`config.mk`:
```
export PLATFORM = sky130hd
export DESIGN_NAME = mem_arbiter
export DESIGN_NICKNAME = d
export VERILOG_FILES = /design/src/rtl/mem_arbiter.sv
export SDC_FILE = /design/constraint.sdc
export NUM_CORES = 1
export LEC_CHECK = 0
export ABC_AREA = 1
export CELL_PAD_IN_SITES_DETAIL_PLACEMENT = 0
export CELL_PAD_IN_SITES_GLOBAL_PLACEMENT = 1
export CORE_MARGIN = 2
export CORE_UTILIZATION = 25
export CTS_BUF_LIST = sky130_fd_sc_hd__clkbuf_4
export CTS_CLUSTER_SIZE = 40
export DETAILED_ROUTE_END_ITERATION = 10
export PLACE_DENSITY_LB_ADDON = 0.1
export SYNTH_ARGS = -nofsm -noshare
export SYNTH_HDL_FRONTEND = slang
export SYNTH_SLANG_ARGS = --single-unit
```
`constraint.sdc`:
```
create_clock -name clock -period 1.5 [get_ports clock]
set_clock_uncertainty 0.2 [all_clocks]
set_input_delay 0.225 -clock clock [delete_from_list [all_inputs] [get_ports clock]]
set_output_delay 0.225 -clock clock [all_outputs]
set_load 0.01 [all_outputs]
```
`src/rtl/mem_arbiter.sv`:
```
// Arbitrates one single-port memory between instruction fetch and load/store.
// Data port has priority; a starvation counter forces a fetch grant after STARVE_LIMIT data wins.
module mem_arbiter #(
   parameter int unsigned ADDR_W       = 32,
   parameter int unsigned DATA_W       = 32,
   parameter int unsigned STARVE_LIMIT = 3
) (
   input  logic              clock,
   input  logic              reset,
   input  logic              if_req,
   input  logic [ADDR_W-1:0] if_addr,
   output logic              if_gnt,
   output logic              if_rvalid,
   output logic [DATA_W-1:0] if_rdata,
   input  logic              dm_req,
   input  logic              dm_we,
   input  logic [ADDR_W-1:0] dm_addr,
   input  logic [DATA_W-1:0] dm_wdata,
   output logic              dm_gnt,
   output logic              dm_rvalid,
   output logic [DATA_W-1:0] dm_rdata,
   output logic              mem_req,
   output logic              mem_we,
   output logic [ADDR_W-1:0] mem_addr,
   output logic [DATA_W-1:0] mem_wdata,
   input  logic              mem_ack,
   input  logic [DATA_W-1:0] mem_rdata
);

   localparam int unsigned CNT_W = (STARVE_LIMIT > 0) ? $clog2(STARVE_LIMIT + 1) : 1;

   typedef enum logic {S_IDLE, S_BUSY} state_t;
   typedef enum logic [1:0] {OWN_NONE, OWN_IF, OWN_DM} owner_t;

   state_t              state_q, state_d;
   owner_t              owner_q, owner_d;
   logic [CNT_W-1:0]    starve_q, starve_d;
   logic                mem_req_q, mem_req_d;
   logic                mem_we_q, mem_we_d;
   logic [ADDR_W-1:0]   mem_addr_q, mem_addr_d;
   logic [DATA_W-1:0]   mem_wdata_q, mem_wdata_d;
   logic                if_rvalid_q, if_rvalid_d;
   logic                dm_rvalid_q, dm_rvalid_d;
   logic [DATA_W-1:0]   if_rdata_q, if_rdata_d;
   logic [DATA_W-1:0]   dm_rdata_q, dm_rdata_d;
   logic                if_gnt_c, dm_gnt_c;
   logic                at_limit;

   assign at_limit = (starve_q == CNT_W'(STARVE_LIMIT));

   always_comb begin
      state_d     = state_q;
      owner_d     = owner_q;
      starve_d    = starve_q;
      mem_req_d   = mem_req_q;
      mem_we_d    = mem_we_q;
      mem_addr_d  = mem_addr_q;
      mem_wdata_d = mem_wdata_q;
      if_rvalid_d = 1'b0;
      dm_rvalid_d = 1'b0;
      if_rdata_d  = '0;
      dm_rdata_d  = '0;
      if_gnt_c    = 1'b0;
      dm_gnt_c    = 1'b0;

      if (!reset) begin
         case (state_q)
            S_IDLE: begin
               if_gnt_c = if_req && (!dm_req || at_limit);
               dm_gnt_c = dm_req && !if_gnt_c;
               if (dm_gnt_c) begin
                  state_d     = S_BUSY;
                  owner_d     = OWN_DM;
                  mem_req_d   = 1'b1;
                  mem_we_d    = dm_we;
                  mem_addr_d  = dm_addr;
                  mem_wdata_d = dm_wdata;
                  // Count only data wins that actually bypassed a waiting fetch.
                  if (!if_req)
                     starve_d = '0;
                  else if (!at_limit)
                     starve_d = starve_q + CNT_W'(1);
               end else if (if_gnt_c) begin
                  state_d     = S_BUSY;
                  owner_d     = OWN_IF;
                  mem_req_d   = 1'b1;
                  mem_we_d    = 1'b0;
                  mem_addr_d  = if_addr;
                  mem_wdata_d = '0;
                  starve_d    = '0;
               end
            end
            S_BUSY: begin
               if (mem_ack) begin
                  state_d     = S_IDLE;
                  owner_d     = OWN_NONE;
                  mem_req_d   = 1'b0;
                  mem_we_d    = 1'b0;
                  mem_addr_d  = '0;
                  mem_wdata_d = '0;
                  if (owner_q == OWN_IF) begin
                     if_rvalid_d = 1'b1;
                     if_rdata_d  = mem_we_q ? '0 : mem_rdata;
                  end else if (owner_q == OWN_DM) begin
                     dm_rvalid_d = 1'b1;
                     dm_rdata_d  = mem_we_q ? '0 : mem_rdata;
                  end
               end
            end
            default: state_d = S_IDLE;
         endcase
      end
   end

   always_ff @(posedge clock) begin
      if (reset) begin
         state_q     <= S_IDLE;
         owner_q     <= OWN_NONE;
         starve_q    <= '0;
         mem_req_q   <= 1'b0;
         mem_we_q    <= 1'b0;
         mem_addr_q  <= '0;
         mem_wdata_q <= '0;
         if_rvalid_q <= 1'b0;
         dm_rvalid_q <= 1'b0;
         if_rdata_q  <= '0;
         dm_rdata_q  <= '0;
      end else begin
         state_q     <= state_d;
         owner_q     <= owner_d;
         starve_q    <= starve_d;
         mem_req_q   <= mem_req_d;
         mem_we_q    <= mem_we_d;
         mem_addr_q  <= mem_addr_d;
         mem_wdata_q <= mem_wdata_d;
         if_rvalid_q <= if_rvalid_d;
         dm_rvalid_q <= dm_rvalid_d;
         if_rdata_q  <= if_rdata_d;
         dm_rdata_q  <= dm_rdata_d;
      end
   end

   assign if_gnt    = if_gnt_c;
   assign dm_gnt    = dm_gnt_c;
   assign if_rvalid = if_rvalid_q;
   assign if_rdata  = if_rdata_q;
   assign dm_rvalid = dm_rvalid_q;
   assign dm_rdata  = dm_rdata_q;
   assign mem_req   = mem_req_q;
   assign mem_we    = mem_we_q;
   assign mem_addr  = mem_addr_q;
   assign mem_wdata = mem_wdata_q;

endmodule

```
==> impl_metrics.yaml <==
cts:
  clkSinkCount: 137
  path_clk_slew_ns: 0.12
  clk_latency_ns: 0.53
  cts_buffers: 17
  cts.htree.levels: 4
  root_buffer: "clkbuf_4"
  cts_max_path_buffers: 2
  cts_tree: "yes"
logic_synthesis:
  syn_inst: 638
  syn_area_per_cell_sq_um: 7.82
  synthMuxAreaShare: 0
  synth_top_family_by_area: "simple AND/OR/NAND/NOR gates"
  synth-seq-cells: 137
  synth_edf_count: 0
  synth.largest_area_cell: "dfxtp_1"
  synth_top_area_frac: 0.550
  synth-adder-area-share: 0.00251
  async_flop_share: 0
  synth_xor_area_frac: 0
  synth_simple_gate_area_share: 0.246
  synth_nets: 773
  synth_commonest_cells: "dfxtp_1 (137), nand2_1 (137), inv_1 (102)"
  synth_compound_area_frac: 0.0798
  yosys_most_used_dff: "dfxtp_1"
  synth_cell_types: 21
  netlist_area_sq_um: 4990
  ys_seq_area_frac: 0.550
  synth_area_leaders: "dfxtp_1 (55%), nand2_1 (10%), inv_1 (7.7%)"
  ys.warnings.count: 0
critical_path:
  end_kind: "primary output"
  cp_data_arrival_time_ns: 1.53
  startpoint: "starve_q[0]$_SDFFE_PP0P_"
  cp.depth: 7
  worstReg2RegStart: "starve_q[0]$_SDFFE_PP0P_"
  cp_max_fo: 3
  cp-start-kind: "register"
  slowest_stage: "dfxtp_2"
  crit_end: "dm_gnt"
  crit_top_cell: "nand2_2"
  cp_slowest_stage_delay_ns: 0.36
  reg2reg_depth: 8
  cp_num_buf_inv: 3
  cp.required_ns: 1.07
  crit_chain: "ha_4, a21oi_4, nand2_2, clkinv_4, nand2_2, inv_2, buf_6"
  path_class: "register to primary output"
  r2r_end: "mem_wdata[23]$_SDFFE_PP0P_"
  cp_top_family: "flip-flops"
  r2r_slack_ns: -0.15
route:
  ant_nets: 0
  routedWlPerCell_um: 15.1
  dr.pass1.iters: 4
  drc_errors: 0
  wl_um: 19400
  drtIter0Drc: 197
  vias_per_cell: 4.26
  vias: 5473
sta:
  hold_viol: 0
  drv_slew: 0
  slew_headroom: 0.746
  hold_ws_ns: 0.0514
  fmax_mhz: 511
  tightest_slew_ns: 0.381
  finalSetupTns_ns: -6.92
  fin_ws_ns: -0.458
  layout_min_cycle_time_ns: 1.96
  setup_viol: 68
  rsz0062_at_grt: "true"
  fin_crit_sh: 1.31
power:
  power_mw: 8.36
  p_per_area_nw_per_um2: 849
  peakVddDrop_uv: 484
  total_leakage_power_nw: 4.59
finish:
  fin_util: 0.504
  instances_no_fill: 1284
  layout.nets: 1140
  fillers: 1909
  syn2layout_area_growth_pct: 97.4
  design_area_sq_um: 9840
  layout-drive-gt1-share: 0.388
grt:
  grt_start_max_net_pins: 66
  grt.total_usage: 0.163
  grt_pass1_vias: 5312
  grt_antenna_before_repair: 1
  grt-ovfl-total: 0
  grt_first_pass_wirelength_um: 27400
hold_path:
  min_path_type: "primary input to register"
run:
  cap_violations: 0
die:
  die-area_sq_um: 21100
  core_area_sq_um: 19500
  boundaryPins: 268
  std_cell_rows: 51
  die_w_um: 145
  start_util: 0.255
  die_h_um: 145
place:
  gp_congestion: 0.768
  portBuffers: 267
  place_ws_ns: -0.575
  placed_area_sq_um: 8100
  place_inst: 1156
  dp_hpwl_um: 12100
status:
  outcome: "complete, but fails checks"
  failed_checks: "setup timing"
-- state kept, by name, indices dropped and copies added (netlist names) --
name and flops:
mem_req 1, dm_rvalid 1, dm_rdata 32, starve_q 2
owner_q 2, mem_addr 32, mem_wdata 32, if_rvalid 1
mem_we 1, state_q 1, if_rdata 32
-- area by class of cell --
| cell class | count | area (sq um) | share of cell area |
|---|---|---|---|
| repair buffers | 391 | 3980 | 0.404 |
| clock buffers | 17 | 128 | 0.0130 |
| diodes | 1 | 2.50 | 0.000254 |
| well taps | 265 | 332 | 0.0337 |
| inverters | 106 | 405 | 0.0412 |
| clock inverters | 15 | 190 | 0.0193 |
| multi-input cells | 352 | 1950 | 0.198 |
| flip-flops and latches | 137 | 2870 | 0.291 |
-- power breakdown --
part	switching (mW)	internal [mW]	total [mW]
combinational	0.737	1.02	1.76
sequential	0.0992	3.79	3.89
clock	1.51	1.20	2.70
total	2.34	6.01	8.36
-- tightest hold or removal path, delay by kind of cell --
family | cells | cell delay [ns]
buffers and inverters | 1 | 0.41
AO/OA/AOI/OAI | 1 | 0.05
AND/OR/NAND/NOR | 1 | 0.07
-- cells in the final DEF (no fill, tap or decap), drive strengths merged --
cell type      count
nand2            138
nand4              1
dfxtp            137
nor2               6
a21oi             71
dlygate4sd3       54
diode              1
a21o               1
clkinvlp           1
clkdlybuf4s50    132
buf              196
nor3              66
o21ai              1
nand3             66
clkbuf            26
ha                 1
bufinv             3
clkinv             6
inv              111
o211ai             1
-- cells by family (layout without fill, tap and decap cells) --
group | after synthesis | count (layout)
AO/OA/AOI/OAI | 74 | 74
adder cells (fa/ha/maj) | 1 | 1
buffers and inverters | 149 | 529
flip-flops | 137 | 137
other | 0 | 1
AND/OR/NAND/NOR | 277 | 277
-- metal layers --
metal	GRT usage	up-vias	share of wire
met5	0	-	0
met4	0.0588	0	0.018
met3	0.0604	23	0.071
met2	0.277	212	0.49
met1	0.186	2502	0.42
li1	-	2736	-
-- worst min path at each step --
stage	slack [ns]	cells past startpoint	endpoint	start
after floorplan	0.17	2	dm_rdata[0]$_SDFF_PP0_	mem_rdata[0]
after global placement	0.25	2	mem_wdata[0]$_SDFFE_PP0P_	mem_wdata[0]$_SDFFE_PP0P_
after detailed placement	0.25	2	mem_wdata[11]$_SDFFE_PP0P_	mem_wdata[11]$_SDFFE_PP0P_
after CTS	0.002	3	mem_wdata[5]$_SDFFE_PP0P_	dm_wdata[5]
after global routing	0.002	3	mem_wdata[8]$_SDFFE_PP0P_	dm_wdata[8]
final	0.05	3	mem_wdata[31]$_SDFFE_PP0P_	dm_wdata[31]
-- timing repair --
| item | 4_1_cts | 5_1_grt |
|---|---|---|
| endpoints found under the setup margin | 209 | 198 |
| resized for setup | 675 | 155 |
| pin swaps | 7 | 8 |
| hold buffers | 52 | 2 |
| hold endpoints to repair | 89 | 2 |
| setup buffers | 12 | 23 |
| cloned | 1 | 10 |
No activity file was read; power rests on OpenSTA's default activity.
